--- config.mk ---
export PLATFORM = sky130hd
export DESIGN_NAME = mod_neuron_acc
export DESIGN_NICKNAME = d
export VERILOG_FILES = /design/src/rtl/neuron_pkg.sv /design/src/rtl/mod_fix2half.sv /design/src/rtl/mod_neuron_acc.sv
export SDC_FILE = /design/constraint.sdc
export NUM_CORES = 1
export LEC_CHECK = 0
export CORE_MARGIN = 2
export CORE_UTILIZATION = 60
export DETAILED_ROUTE_END_ITERATION = 16
export PLACE_DENSITY = 0.78
export SYNTH_ARGS = -nofsm -noshare
export SYNTH_HDL_FRONTEND = slang
export SYNTH_SLANG_ARGS = --single-unit
--- constraint.sdc ---
create_clock -name clk -period 8.65 [get_ports clk]
set_input_delay 1.73 -clock clk [delete_from_list [all_inputs] [get_ports clk]]
set_output_delay 1.73 -clock clk [all_outputs]
set_load 0.05 [all_outputs]
--- src/rtl/neuron_pkg.sv ---
// Shared constants and FSM encoding for the neuron accumulator and its FP16 converter.
package neuron_pkg;

   localparam int unsigned ACC_W     = 40;
   localparam int unsigned FRAC_BITS = 24;
   localparam int unsigned OPND_FRAC = 12;
   localparam int unsigned FP16_BIAS = 15;
   localparam logic [15:0] FP16_ONE  = 16'h3c00;
   localparam logic [15:0] FP16_MAXF = 16'h7bff;

   typedef enum logic [2:0] {
      ST_IDLE  = 3'd0,
      ST_ACCUM = 3'd1,
      ST_DRAIN = 3'd2,
      ST_CONV  = 3'd3,
      ST_OUT   = 3'd4
   } state_e;

endpackage

--- src/rtl/mod_fix2half.sv ---
// Combinational signed fixed-point (Q.FRAC_BITS) to IEEE half conversion.
// Truncates toward zero, flushes denormals to zero, clamps overflow to max finite.
module mod_fix2half #(
   parameter int unsigned ACC_W     = neuron_pkg::ACC_W,
   parameter int unsigned FRAC_BITS = neuron_pkg::FRAC_BITS
) (
   input  logic signed [ACC_W-1:0] acc_i,
   output logic [15:0]             half_o
);
   import neuron_pkg::*;

   logic             sign;
   logic [ACC_W-1:0] mag;
   int               msb;
   int               exp_v;
   int unsigned      sh;
   logic [9:0]       mant;

   always_comb begin
      sign  = acc_i[ACC_W-1];
      mag   = sign ? (~acc_i + ACC_W'(1)) : acc_i;
      // leading-one detect; msb stays -1 for a zero magnitude
      msb   = -1;
      for (int i = 0; i < int'(ACC_W); i++) begin
         if (mag[i]) msb = i;
      end
      exp_v = msb - int'(FRAC_BITS) + int'(FP16_BIAS);
      sh    = (msb > 10) ? unsigned'(msb - 10) : 0;
      mant  = 10'(mag >> sh);
      if (msb < 0 || exp_v <= 0) begin
         half_o = 16'h0000;
      end else if (exp_v >= 31) begin
         half_o = {sign, FP16_MAXF[14:0]};
      end else begin
         half_o = {sign, 5'(exp_v), mant};
      end
   end

endmodule

--- src/rtl/mod_neuron_acc.sv ---
// Neuron MAC: Q4.12 x Q4.12 products summed into a saturating accumulator, emitted as FP16.
// Define NEURON_BIAS_EN to add the inBias port, preloaded with the first term of each sum.
module mod_neuron_acc #(
   parameter int unsigned ACC_W     = neuron_pkg::ACC_W,
   parameter int unsigned FRAC_BITS = neuron_pkg::FRAC_BITS
) (
   input  logic               clk,
   input  logic               rst,
   input  logic               inValid,
   output logic               inReady,
   input  logic signed [15:0] inWeight,
   input  logic signed [15:0] inAct,
   input  logic               inLast,
`ifdef NEURON_BIAS_EN
   input  logic signed [15:0] inBias,
`endif
   output logic               outValid,
   input  logic               outReady,
   output logic [15:0]        outVal
);
   import neuron_pkg::*;

   localparam int unsigned PROD_W = 32;
   localparam int unsigned SUM_W  = ACC_W + 1;
   localparam logic signed [ACC_W-1:0] ACC_MAX = {1'b0, {(ACC_W-1){1'b1}}};
   localparam logic signed [ACC_W-1:0] ACC_MIN = -ACC_MAX;

   state_e                   state_q, state_d;
   logic signed [ACC_W-1:0]  acc_q, acc_d, acc_sat;
   logic signed [PROD_W-1:0] prod_q, prod_d;
   logic                     prod_vld_q, prod_vld_d;
   logic                     in_ready_q, in_ready_d;
   logic                     out_valid_q, out_valid_d;
   logic [15:0]              out_val_q, out_val_d;
   logic [15:0]              half;
   logic signed [SUM_W-1:0]  sum;
   logic                     accept;

   mod_fix2half #(
      .ACC_W     (ACC_W),
      .FRAC_BITS (FRAC_BITS)
   ) u_fix2half (
      .acc_i  (acc_q),
      .half_o (half)
   );

   // one guard bit detects overflow; clamp is symmetric around zero
   always_comb begin
      sum = SUM_W'(acc_q) + SUM_W'(prod_q);
      if (sum[SUM_W-1] != sum[SUM_W-2]) begin
         acc_sat = sum[SUM_W-1] ? ACC_MIN : ACC_MAX;
      end else begin
         acc_sat = ACC_W'(sum);
      end
   end

   always_comb begin
      state_d     = state_q;
      acc_d       = acc_q;
      prod_d      = prod_q;
      prod_vld_d  = 1'b0;
      out_valid_d = out_valid_q;
      out_val_d   = out_val_q;
      accept      = inValid && in_ready_q;

      if (prod_vld_q) acc_d = acc_sat;
      if (accept) begin
         prod_d     = PROD_W'(inWeight) * PROD_W'(inAct);
         prod_vld_d = 1'b1;
      end

      case (state_q)
         ST_IDLE: begin
            if (accept) begin
               state_d = inLast ? ST_DRAIN : ST_ACCUM;
`ifdef NEURON_BIAS_EN
               acc_d   = ACC_W'(inBias) <<< (FRAC_BITS - OPND_FRAC);
`endif
            end
         end
         ST_ACCUM: begin
            if (accept && inLast) state_d = ST_DRAIN;
         end
         // last product lands in the accumulator on this edge
         ST_DRAIN: state_d = ST_CONV;
         ST_CONV: begin
            out_val_d   = half;
            out_valid_d = 1'b1;
            state_d     = ST_OUT;
         end
         ST_OUT: begin
            if (outReady) begin
               out_valid_d = 1'b0;
               acc_d       = '0;
               state_d     = ST_IDLE;
            end
         end
         default: state_d = ST_IDLE;
      endcase

      in_ready_d = (state_d == ST_IDLE) || (state_d == ST_ACCUM);
   end

   always_ff @(posedge clk) begin
      if (rst) begin
         state_q     <= ST_IDLE;
         acc_q       <= '0;
         prod_q      <= '0;
         prod_vld_q  <= 1'b0;
         in_ready_q  <= 1'b1;
         out_valid_q <= 1'b0;
         out_val_q   <= 16'h0000;
      end else begin
         state_q     <= state_d;
         acc_q       <= acc_d;
         prod_q      <= prod_d;
         prod_vld_q  <= prod_vld_d;
         in_ready_q  <= in_ready_d;
         out_valid_q <= out_valid_d;
         out_val_q   <= out_val_d;
      end
   end

   assign inReady  = in_ready_q;
   assign outValid = out_valid_q;
   assign outVal   = out_val_q;

endmodule

# Word level (Yosys, flattened, before mapping)
# Index checks and enable logic that the tools add are counted.
[word_totals]
reg_bits = 94
input_bits = 37
output_inout_bits = 18
word_cells = 91
[op_classes]
addsub = 5
n_mul = 1
order_cmp = 4
eq_ne = 7
n_shift = 1
mux = 57
n_bitwise = 1
reduce_logical = 8
[op_table]
columns = ["op", "n"]
rows = [
  ["$mux 32", 41],
  ["$mux 40", 6],
  ["$add 40x32->41", 1],
  ["$add 40x2->40 const B", 1],
  ["$not 40->40", 1],
  ["$shr 40x32->10", 1],
  ["$add 32x5->32 const B", 1],
  ["$ge 32x6->1 const B", 1],
  ["$gt 32x5->1 const B", 1],
  ["$le 32x1->1 const B", 1],
  ["$lt 32x1->1 const B", 1],
  ["$mul 16x16->32", 1],
  ["$sub 32x5->32 const B", 1],
  ["$sub 32x6->32 const B", 1],
  ["$mux 16", 1],
  ["$mux 15", 1],
  ["$pmux 3 s5", 1],
  ["$mux 3", 3],
  ["$eq 3x1->1 const B", 2],
  ["$eq 3x2->1 const B", 2],
  ["$logic_not 3->1", 2],
  ["$eq 3x3->1 const B", 1],
  ["$logic_and 1x1->1", 2],
  ["$logic_or 1x1->1", 2],
  ["7 further kinds", 8],
]

# Logic depth before layout (Yosys ltp)
[logic_depth]
ltp_word = 48
mapped_depth = 33

# By module
# From an unflattened synthesis, not the netlist that was laid out.
[unflattened]
hier_cells = 2678
hier_area_um2 = 21333.0
[by_module_without_submodules]
columns = ["mod", "instances", "cells_each", "area_each_um2", "seq_area_each_um2"]
rows = [
  ["mod_neuron_acc", 1, 1794, 15461.1, 1881.8],
  ["mod_fix2half", 1, 884, 5871.9, 0.0],
]

# Worst setup path before layout
# No wires, ideal clock.
[synth_timing]
path_type = "input-to-reg"
startpoint = "in inAct[6]"
endpoint = "reg prod_q[31]"
setup_time_ps = 86
t_arrival_ps = 7569
path_slack_ps = 995
path_stages = 25
path_buffers = 1
path_cell_list = "clkbuf_1 > nand2_1 > fa_1 > inv_1 > fa_1 > inv_1 > fa_1 > inv_1 > fa_1 > inv_1 > fa_1 > inv_1 > fa_1 > ha_1 > or3_1 > a211oi_1 > o21ai_0 > a31oi_1 > a21oi_1 > a41o_1 > o21ai_0 > nand2b_1 > a21oi_1 > xnor2_1 > a211oi_1"
[synth_via]
elab_chain_cells = 1
[synth_lines]
columns = ["item", "line_no", "source"]
rows = [
  ["from (decl)", "mod_neuron_acc.sv:12", "input logic signed [15:0] inAct,"],
  ["$mul 16x16->32", "mod_neuron_acc.sv:68", "prod_d = PROD_W'(inWeight) * PROD_W'(inAct);"],
  ["to (signal assigned)", "mod_neuron_acc.sv:116", "prod_q <= prod_d;"],
  ["to (decl)", "mod_neuron_acc.sv:30", "logic signed [PROD_W-1:0] prod_q, prod_d;"],
]
# No other way between the ends.
# A chain may end at the register's enable or synchronous reset.

# Worst setup path after layout
[layout_timing]
startpoint = "in inAct[1]"
endpoint = "reg prod_q[31]"
# The elaborated chain is that of the path after synthesis.

==> impl_results.md <==
- Outcome: finished clean
- Number of inserted diodes: 0
- Total DRC errors in the routed layout: 0
- Asr flop ratio synth: 0
- Number of warning messages in the yosys log: 0
- Final weighted congestion in routability-driven placement: 0.9853
- Post-Synth Simple-Gate Area: 0.2022
- Syn-to-layout area delta: 8.406%
- Clock Pin Slew Worst Setup and Hold Paths: 70 ps
- Final critical-path share of the clock period: 0.9625
- Full die area: 0.03421 sq mm
- XOR/XNOR share of the synthesized area: 0.05038
- CTS Buf Count: 9
- Post-synthesis share of cell area spent on full adders, half adders and majority gates: 0.3616
- Count of max-cap constraint violations: 0
- Antenna violations before repair: 0
- Vias in the first global route: 17796
- Synthesized net count: 2868
- Top cell type by total area after synthesis: fa_1
- Area fraction of the dominant cell type after synthesis: 0.2680
- Latest clock arrival within the worst-skew pair: 370 ps
- Sink Count: 94
- Share of layout cells above drive strength 1: 0.07091
- Effective utilization at floorplan: 0.6069
- Die width: 185.0 microns
- Path category of the worst min-delay check: reg -> reg
- Detail Placement HPWL: 46560 microns
- Pins over their slew limit: 0
- Overall routing resource usage: 0.3405
- Total gr overflow: 0
- Worst slew margin relative to its limit: 0.2832
- Core Rows: 66
- Number of DRC markers in iteration 0: 1431
- Maximum number of buffers from clock root to sink: 2
- I/O pin total: 55
- Count of TritonRoute iterations in the first routing pass: 5
- Setup TNS: 0 ps
- Data arrival time of the worst path: 8600 ps
- Post-DRT Antenna Nets: 0
- First-pass GRT wire length: 92510 microns
- Number of enable flip-flop cells after synthesis: 0
- Compound-cell area share of the yosys netlist: 0.1891
- Post-Synthesis Cell Area: 0.01965 sq mm
- Average detailed-routed wire length per instance: 19.61 microns
- Tmin final: 8325 ps
- Proportion of synthesized area in mux cells: 0.01790
- Deepest level of the CTS H-tree: 3
- Worst path max stage delay: 810 ps
- CP max FO: 12
- Leading post-synthesis cells by instance count: 317 x nand2_1, 291 x inv_1, 263 x fa_1
- Portion of the post-synthesis area used by sequential elements: 0.09578
- CP endpoint kind: flip-flop
- Final routed wirelength across all metal layers: 57070 microns
- Hold buffers post-CTS: 0
- Worst Path Class, Setup: in -> reg
- Top_reg_cell synth: dfxtp_1
- Clock skew after layout: 10.07 ps
- Dominant combinational cell family by area after synthesis: adder cells
- Most common cell in the netlist: nand2_1
- Floorplan core area: 0.03237 sq mm
- Post-Synthesis Cells: 2421
- Synthesized area divided by synthesized cell count: 8.115 sq um
- Required time of the worst setup path: 8930 ps
- Cell mode on critical path: fa_1
- Total count of hold-check failures in the final report: 0
- Unique cell type count in the Yosys netlist: 96
- Number of vias in the routed layout: 17976
- Setup Buffers After CTS: 0
- Maximum number of pins on one net before global-route repair: 79
- Final core occ: 0.6579
- Via density per instance: 6.177
- Post-CTS Resized: 0
- Highest-delay cell along the critical path: clkdlybuf4s50_1
- Clock tree from TritonCTS: yes
- Synthesis-stage register bit count: 94
- Die Y: 185.0 microns
- Unrepaired setup endpoints after global routing: false
- Final layout net count: 2910
- Worst Tran Pin Value: 1075 ps
- Number of failing setup endpoints in the final timing report: 0
- Startpoint type of the worst setup path: input pin
- Buffers on Ports: 54
- Largest cells by area after synthesis: fa_1 27%, dfxtp_1 9.6%, ha_1 9.4%
- FMAX: 120.1 MHz
- Worst reg2reg setup slack: 490 ps
- Cell at the root of the clock tree: clkbuf_16
[metrics by stage]
stage,setup WS [ps],hold slack [ps],instances,area [sq um]
after floorplan,995.1,435.6,2421,19650
after global placement,195.8,439.2,2894,21030
after detailed placement,35.37,446.3,2894,21030
after CTS,424.2,460.7,2910,21300
after global routing,9.480,486.8,2910,21300
final,324.8,457.8,2910,21300
[final timing paths]
check / from / endpoint / cells past startpoint
max: inAct[1] / prod_q[31] / 25
min: outValid / outValid / 2
max reg2reg: acc_q[1] / outVal[3] / 27
min reg2reg: outValid / outValid / 2
[kinds of logic (layout without fill, tap and decap cells)]
family,after synthesis,in the layout
compound gates,559,559
flops,94,94
simple gates,794,794
xor+xnor,113,113
buf+inv,419,466
fa+ha+maj,410,410
mux,32,32
[registers in the layout (all words and copies together) (netlist names)]
name,cells
state_q,3
prod_vld_q,1
prod_q,32
outValid,1
outVal,16
acc_q,40
inReady,1
[critical path: cells and delay by family]
family | cells | cell delay (ps)
buf+inv | 6 | 1070
compound gates | 8 | 1890
simple gates | 3 | 620
fa+ha+maj | 7 | 3180
xor+xnor | 1 | 90
[layout make-up]
cell class | count | area, sq um
clock inverters | 5 | 35.03
repair buffers | 158 | 1341
inverters | 292 | 1096
flip-flops and latches | 94 | 1884
multi-input cells | 1908 | 16160
fillers | 2785 | 11070
well taps | 442 | 553.0
clock buffers | 11 | 232.7
[cells in the final DEF (no fill, tap or decap), drive strengths merged, types with 12 or more instances in the layout]
cell	count
a211oi	21
xor2	36
a21oi	163
o41ai	12
ha	147
o211ai	15
nand3	39
or4	17
a21o	37
xnor2	77
nand2	318
inv	292
nor2	114
a22oi	39
nand4	13
nor3	43
nor4	28
dfxtp	94
nand2b	32
fa	263
a31oi	22
o21a	14
buf	105
o21ai	112
clkdlybuf4s50	53
and2	105
o31ai	16
or3	19
mux2i	25
[routing by layer]
metal  GRT usage  vias to the layer above  routed length (microns)
met5           0                        -                        0
met4      0.1349                        0                     2330
met3     0.03991                      162                     3784
met2      0.5801                      782                    27380
met1      0.4429                     8723                    23570
li1            -                     8309                        -
Power is left out: the tool's default activity adds up to more than one toggle a clock period on the data nets, which glitch-free logic cannot reach.
